==> src/rtl/credit_return_generator_pkg.sv <==
// -----------------------------------------------------------------------------
// credit_return_generator_pkg
//   Shared definitions for the credit return generator:
//     - state_e       : FSM state encoding (IDLE / ISSUE / HOLDOFF)
//     - clog2_min1()  : ceil(log2(n)), never below 1, for sizing counters
//                       whose natural width could collapse to zero bits
//                       (e.g. the gap counter when GAP = 0).
// -----------------------------------------------------------------------------
package credit_return_generator_pkg;

  typedef enum logic [1:0] {
    IDLE    = 2'd0,
    ISSUE   = 2'd1,
    HOLDOFF = 2'd2
  } state_e;

  function automatic int clog2_min1(input int n);
    return (n <= 2) ? 1 : $clog2(n);
  endfunction

endpackage : credit_return_generator_pkg

==> src/rtl/credit_return_generator_if.sv <==
// -----------------------------------------------------------------------------
// credit_return_generator_if
//   One-credit valid/ready return channel between the receiver (credit
//   source) and the sender's credit counter (credit sink).
//     credit_valid : a credit is offered         (master -> slave)
//     credit_ready : the sender accepts it       (slave  -> master)
//   A transfer is credit_valid && credit_ready at a rising clock edge and
//   moves exactly one credit.
// -----------------------------------------------------------------------------
interface credit_return_generator_if;

  logic credit_valid;
  logic credit_ready;

  modport master (
    output credit_valid,
    input  credit_ready
  );

  modport slave (
    input  credit_valid,
    output credit_ready
  );

endinterface : credit_return_generator_if

==> src/rtl/credit_return_generator_pending.sv <==
// -----------------------------------------------------------------------------
// credit_return_generator_pending
//   Up/down counter of credits owed to the sender, saturating at MAX and
//   floored at 0. Synchronous active-high reset reloads MAX, which is the
//   full initial allotment the receiver owes after reset.
//
//   Ports:
//     clock   : rising-edge clock
//     reset   : synchronous, active-high; loads count to MAX
//     inc     : one slot freed this cycle
//     dec     : one credit transferred this cycle
//     count_q : registered count
//     count_d : next-cycle count (used by the FSM to look ahead)
// -----------------------------------------------------------------------------
module credit_return_generator_pending #(
  parameter int MAX = 4,
  parameter int W   = 3
) (
  input  logic         clock,
  input  logic         reset,
  input  logic         inc,
  input  logic         dec,
  output logic [W-1:0] count_q,
  output logic [W-1:0] count_d
);

  localparam logic [W-1:0] MAX_V = W'(MAX);

  // NOTE: combinational blocks assign every output a default first, so no
  // path leaves a signal unassigned and no latch is inferred.
  always_comb begin
    count_d = count_q;
    if (inc && !dec) begin
      // Saturate: a slot freed while the full allotment is already owed is
      // dropped rather than wrapping.
      if (count_q != MAX_V) count_d = count_q + W'(1);
    end else if (dec && !inc) begin
      if (count_q != '0) count_d = count_q - W'(1);
    end
  end

  // NOTE: sequential state uses non-blocking assignments so every flop
  // samples the pre-edge values, independent of block ordering.
  always_ff @(posedge clock) begin
    if (reset) count_q <= MAX_V;
    else       count_q <= count_d;
  end

endmodule : credit_return_generator_pending

==> src/rtl/credit_return_generator.sv <==
// -----------------------------------------------------------------------------
// credit_return_generator
//   Receiver-side companion to a sender's saturating credit counter. Counts
//   freed buffer slots and returns them one at a time over a valid/ready
//   channel. After reset the full allotment of CREDITS is owed, so the
//   sender's counter fills from 0 to CREDITS. GAP forces idle cycles after
//   each accepted credit for slow or clock-gated sender logic.
//
//   Parameters:
//     CREDITS      : receiver buffer slots / credits in circulation (>= 1)
//     CREDITS_LOG2 : width of pending
//     GAP          : idle cycles with credit_valid low after each transfer
//
//   Ports:
//     clock      : rising-edge clock
//     reset      : synchronous, active-high
//     slot_freed : one-cycle pulse, one buffer slot released
//     credit     : return channel (master side: credit_valid out,
//                  credit_ready in)
//     pending    : credits owed and not yet transferred
//     overflow   : sticky error, slot freed while pending == CREDITS with
//                  no transfer in the same cycle
//
//   Build option:
//     CREDIT_RETURN_GENERATOR_OVERFLOW_CHECK_EN
//       defined   : overflow is a registered sticky flag, cleared by reset
//       undefined : overflow is tied to 0 and no check logic exists
// -----------------------------------------------------------------------------
module credit_return_generator
  import credit_return_generator_pkg::*;
#(
  parameter int CREDITS      = 4,
  parameter int CREDITS_LOG2 = $clog2(CREDITS + 1),
  parameter int GAP          = 0
) (
  input  logic                          clock,
  input  logic                          reset,
  input  logic                          slot_freed,
  credit_return_generator_if.master     credit,
  output logic [CREDITS_LOG2-1:0]       pending,
  output logic                          overflow
);

  localparam int GAP_W = clog2_min1(GAP + 1);

  state_e                  state_q, state_d;
  logic [GAP_W-1:0]        gap_q, gap_d;
  logic [CREDITS_LOG2-1:0] pending_q, pending_d;
  logic                    transfer;

  // Reset withdraws an offered credit in the same cycle; the sender's
  // counter is reset alongside, so nothing may be transferred meanwhile.
  assign credit.credit_valid = (state_q == ISSUE) && !reset;
  assign transfer            = credit.credit_valid && credit.credit_ready;
  assign pending             = pending_q;

  credit_return_generator_pending #(
    .MAX (CREDITS),
    .W   (CREDITS_LOG2)
  ) u_pending (
    .clock   (clock),
    .reset   (reset),
    .inc     (slot_freed),
    .dec     (transfer),
    .count_q (pending_q),
    .count_d (pending_d)
  );

  // Next-state logic looks at pending_d so a credit freed this cycle is
  // offered next cycle, and the last credit's transfer drops valid at once.
  always_comb begin
    state_d = state_q;
    gap_d   = gap_q;
    unique case (state_q)
      IDLE: begin
        if (pending_d != '0) state_d = ISSUE;
      end
      ISSUE: begin
        if (transfer) begin
          if (GAP > 0) begin
            state_d = HOLDOFF;
            gap_d   = GAP_W'(GAP - 1);
          end else if (pending_d == '0) begin
            state_d = IDLE;
          end
        end
      end
      HOLDOFF: begin
        if (gap_q == '0) state_d = (pending_d != '0) ? ISSUE : IDLE;
        else             gap_d   = gap_q - GAP_W'(1);
      end
      default: state_d = IDLE;
    endcase
  end

  always_ff @(posedge clock) begin
    if (reset) begin
      state_q <= ISSUE;
      gap_q   <= '0;
    end else begin
      state_q <= state_d;
      gap_q   <= gap_d;
    end
  end

`ifdef CREDIT_RETURN_GENERATOR_OVERFLOW_CHECK_EN
  logic overflow_q, overflow_d;

  always_comb begin
    overflow_d = overflow_q;
    if (slot_freed && !transfer && (pending_q == CREDITS_LOG2'(CREDITS)))
      overflow_d = 1'b1;
  end

  always_ff @(posedge clock) begin
    if (reset) overflow_q <= 1'b0;
    else       overflow_q <= overflow_d;
  end

  assign overflow = overflow_q;
`else
  assign overflow = 1'b0;
`endif

endmodule : credit_return_generator

==> src/flat_wrapper.sv <==
// flat-port wrapper written by rule: the top's interface ports become plain ports
module credit_return_generator_flat import credit_return_generator_pkg::*;
#(
  parameter int CREDITS      = 4,
  parameter int CREDITS_LOG2 = $clog2(CREDITS + 1),
  parameter int GAP          = 0
)
  (clock, reset, slot_freed, pending, overflow, credit_credit_valid, credit_credit_ready);
  credit_return_generator_if credit_i ();
  input  logic clock;
  input  logic reset;
  input  logic slot_freed;
  output logic [CREDITS_LOG2-1:0] pending;
  output logic overflow;
  output wire logic [$bits(credit_i.credit_valid)-1:0] credit_credit_valid;
  input wire logic [$bits(credit_i.credit_ready)-1:0] credit_credit_ready;
  assign credit_credit_valid = credit_i.credit_valid;
  assign credit_i.credit_ready = credit_credit_ready;
  credit_return_generator #(.CREDITS(CREDITS), .CREDITS_LOG2(CREDITS_LOG2), .GAP(GAP)) u_core (.clock(clock), .reset(reset), .slot_freed(slot_freed), .credit(credit_i), .pending(pending), .overflow(overflow));
endmodule
==> config.mk <==
export PLATFORM = sky130hd
export DESIGN_NAME = credit_return_generator_flat
export DESIGN_NICKNAME = d
export VERILOG_FILES = /design/src/rtl/credit_return_generator_pkg.sv /design/src/rtl/credit_return_generator_if.sv /design/src/rtl/credit_return_generator_pending.sv /design/src/rtl/credit_return_generator.sv /design/src/flat_wrapper.sv
export SDC_FILE = /design/constraint.sdc
export NUM_CORES = 1
export LEC_CHECK = 0
export ABC_CLOCK_PERIOD_IN_PS = 3700
export BUFFER_PORTS_ARGS = -buffer_cell sky130_fd_sc_hd__buf_2
export CORE_AREA = 10 10 47 49
export CTS_CLUSTER_SIZE = 25
export DETAILED_ROUTE_END_ITERATION = 6
export DIE_AREA = 0 0 57 59
export PLACE_DENSITY_LB_ADDON = 0.25
export SETUP_SLACK_MARGIN = 0.05
export SYNTH_ARGS = -nofsm -noshare
export SYNTH_HDL_FRONTEND = slang
export SYNTH_HIERARCHICAL = 1
export SYNTH_SLANG_ARGS = --single-unit
==> constraint.sdc <==
create_clock -name clock -period 3.7 [get_ports clock]
set_input_delay 0.185 -clock clock [delete_from_list [all_inputs] [get_ports clock]]
set_output_delay 0.185 -clock clock [all_outputs]
set_load 0.05 [all_outputs]
==> impl_results.md <==
- Setup tns final: 0 ns
- Register bit total from synthesis: 4
- Post-CTS setup buffers: 0
- Simple-gate share of the synthesized area: 36.4%
- Final HPWL DP: 613 µm
- IO buf count: 7
- Core area: 0.00140 mm²
- Num Clock Sinks: 4
- Vias in the first global route: 312
- Ports: 9
- Via density: 4.69
- Layout cell share with drive strength beyond 1: 36.7%
- Detail Route met2 WL: 386 µm
- Worst min-delay path class: in -> reg
- Post-synth EDFFs: 0
- GRT Total Usage: 4.62%
- Via count: 305
- Die span in x: 57 µm
- CTS H-tree depth: 1
- Internal Pwr Total: 0.114 mW
- Full die area: 0.00336 mm²
- First-pass GRT wire length: 1250 µm
- Antenna Cells: 0
- Clock share of power: 29.2%
- Root Buffer Master: clkbuf_4
- Final Wtd Congestion: 0.664
- Mux cell area share after synthesis: 6.73%
- Synth unique cells: 29
- Main combinational cell family by area after synthesis: simple AND/OR/NAND/NOR gates
- Area of the multi-input gates: 262 µm²
- # hold bufs at CTS: 0
- Post-synth ARST share: 0%
- Reg area: 80.1 µm²
- XOR/XNOR Fraction of Synth Area: 2.36%
- Syn nets: 48
- CTS Buffer Depth: 2
- Fin crit period: 1.70 ns
- Max FO, Critical Path: 8
- Final hold violation count: 0
- Peak Freq: 0.587 GHz
- Sw Ratio: 38.4%
- Final Max Slew Viols: 0
- Max Cap Viol: 0
- Peak VDD IR: 0.204 mV
- Clk pin slew, worst setup/hold paths: 0.04 ns
- Clock Skews: 0.00539 ns
- Switch Pwr: 0.0711 mW
- Area Growth Syn to Fin: 15.8%
- Nets@finish: 58
- Synthesized area per cell: 9.06 µm²
- Synth Warn #: 6
- Top cells by count, synth: 4 x dfxtp_1, 3 x ha_1, 3 x inv_1
- Part of the power in registers: 29.4%
- Syn Inst Count: 41
- Crit Path Category: reg -> reg
- CP arrival: 1.82 ns
- Seq/Total Area, Yosys: 21.5%
- Primary FF master, synth: dfxtp_1
- Max Used Layer: met3
- Post-DR wirelength/cell: 11.6 µm
- Initial antenna violation count: 0
- Adder-Cell Fraction of Synth Area: 10.1%
- Gr ovfl total: 0
- Most frequent cell after synthesis: dfxtp_1
- Setup crit end kind: flip-flop
- RSZ-0062 raised after global routing: no
- Worst skew pair latency: 0.24 ns
- Final setup vio count: 0
- Combinational share of power: 41.4%
- Post-synthesis compound-gate area fraction: 13.8%
- Post-route DRC: 0
- Outcome: finished clean
- Worst setup SP type: flip-flop
- Mapped Area: 372 µm²
- Fillcell total: 162
- Wl on met1: 323 µm
- Rows: 14
- Leading post-synthesis cells by cell area: dfxtp_1 22%, ha_1 10%, nor2b_2 4.7%
- Detailed-route wire length: 752 µm
- CTS buffer count: 3
- Top-area cell type share of the netlist area: 21.5%
- Final Cycle Share: 46.0%
- Die height: 59 µm
- Iteration-0 DRC Markers: 3
- TritonRoute pass-1 iters: 3
- Largest net degree at the start of global routing: 10
- CTS resizes: 0
- TritonCTS clock tree: built
- Initial core utilization: 26.5%
- Pwr dens: 431 mW/mm²
- Pwr Total: 0.185 mW
- Worst Path Required: 3.81 ns
- Post-synth top area cell: dfxtp_1
- Pleak: 0.183 nW
- DR WL met3: 42 µm
- ANT nets after route: 0
-- per-layer routing --
metal,GRT usage [%],vias up
met1,4.63,139
met4,2.01,0
li1,-,158
met2,7.60,8
met5,0,-
met3,2.79,0
-- power groups by stage --
stage / combinational [mW] / sequential (mW) / clock [mW]
2_1_floorplan: 0.0496 / 0.0686 / 0
5_1_grt: 0.0845 / 0.0554 / 0.0626
3_3_place_gp: 0.0764 / 0.0554 / 0
3_5_place_dp: 0.0771 / 0.0554 / 0
4_1_cts: 0.0773 / 0.0548 / 0.0562
6_report: 0.0767 / 0.0545 / 0.0541
-- worst max-delay path, cell delays in order (launching register included) --
cell	delay [ns]
dfxtp_1	0.32
nor2b_2	0.14
and2_1	0.32
nand2_1	0.09
a22oi_1	0.24
nand3_1	0.11
nor4_1	0.26
o21ai_1	0.10
-- registers in the layout (all words and copies together), names as in the netlist --
register / count
u_core/state_q: 1
u_core/u_pending/count_q: 3
-- worst paths after layout --
kind / from / to / slack (ns) / cells after the start
hold / removal: credit_credit_ready / u_core/state_q[0] / 0.13 / 2
setup reg to reg: u_core/state_q[0] / u_core/state_q[0] / 2.00 / 7
hold reg to reg: u_core/state_q[0] / u_core/state_q[0] / 0.45 / 2
setup / recovery: u_core/state_q[0] / u_core/state_q[0] / 2.00 / 7
-- layout by cell type, fill, tap and decap left out, types with 2 or more instances in the layout --
| cell | n |
|---|---|
| and2_1 | 2 |
| buf_2 | 7 |
| clkbuf_4 | 3 |
| dfxtp_1 | 4 |
| ha_1 | 3 |
| inv_1 | 3 |
| nand2b_1 | 2 |
| nor2_1 | 2 |
| nor2b_2 | 2 |
| o21ai_1 | 2 |
-- through the flow --
stage,util [%],hold slack [ns],cell area (µm²),worst slack [ns],instances
6_report,30.7,0.133,430,2.00,65
5_1_grt,30.7,0.133,430,1.88,65
4_1_cts,30.7,0.130,430,1.99,65
3_5_place_dp,29.1,0.374,408,2.01,62
3_3_place_gp,29.1,0.371,408,1.97,62
2_1_floorplan,-,0.256,372,1.74,41
-- cells by family (layout without fill, tap and decap cells) --
group | after synthesis | after routing
buffers and inverters | 5 | 13
and+or+nand+nor | 19 | 19
DFF | 4 | 4
adders and majority gates | 3 | 3
other | 1 | 1
xor gates and xnor gates | 1 | 1
muxes | 2 | 2
AOI/OAI and AO/OA | 6 | 6
-- final cells by class --
type | count | area share, %
well taps | 16 | 4.65
inverters | 3 | 2.62
repair buffers | 7 | 8.14
clock buffers | 3 | 5.23
flip-flops and latches | 4 | 18.6
multi-input cells | 32 | 60.8
Power figures use the tool's default switching activity.
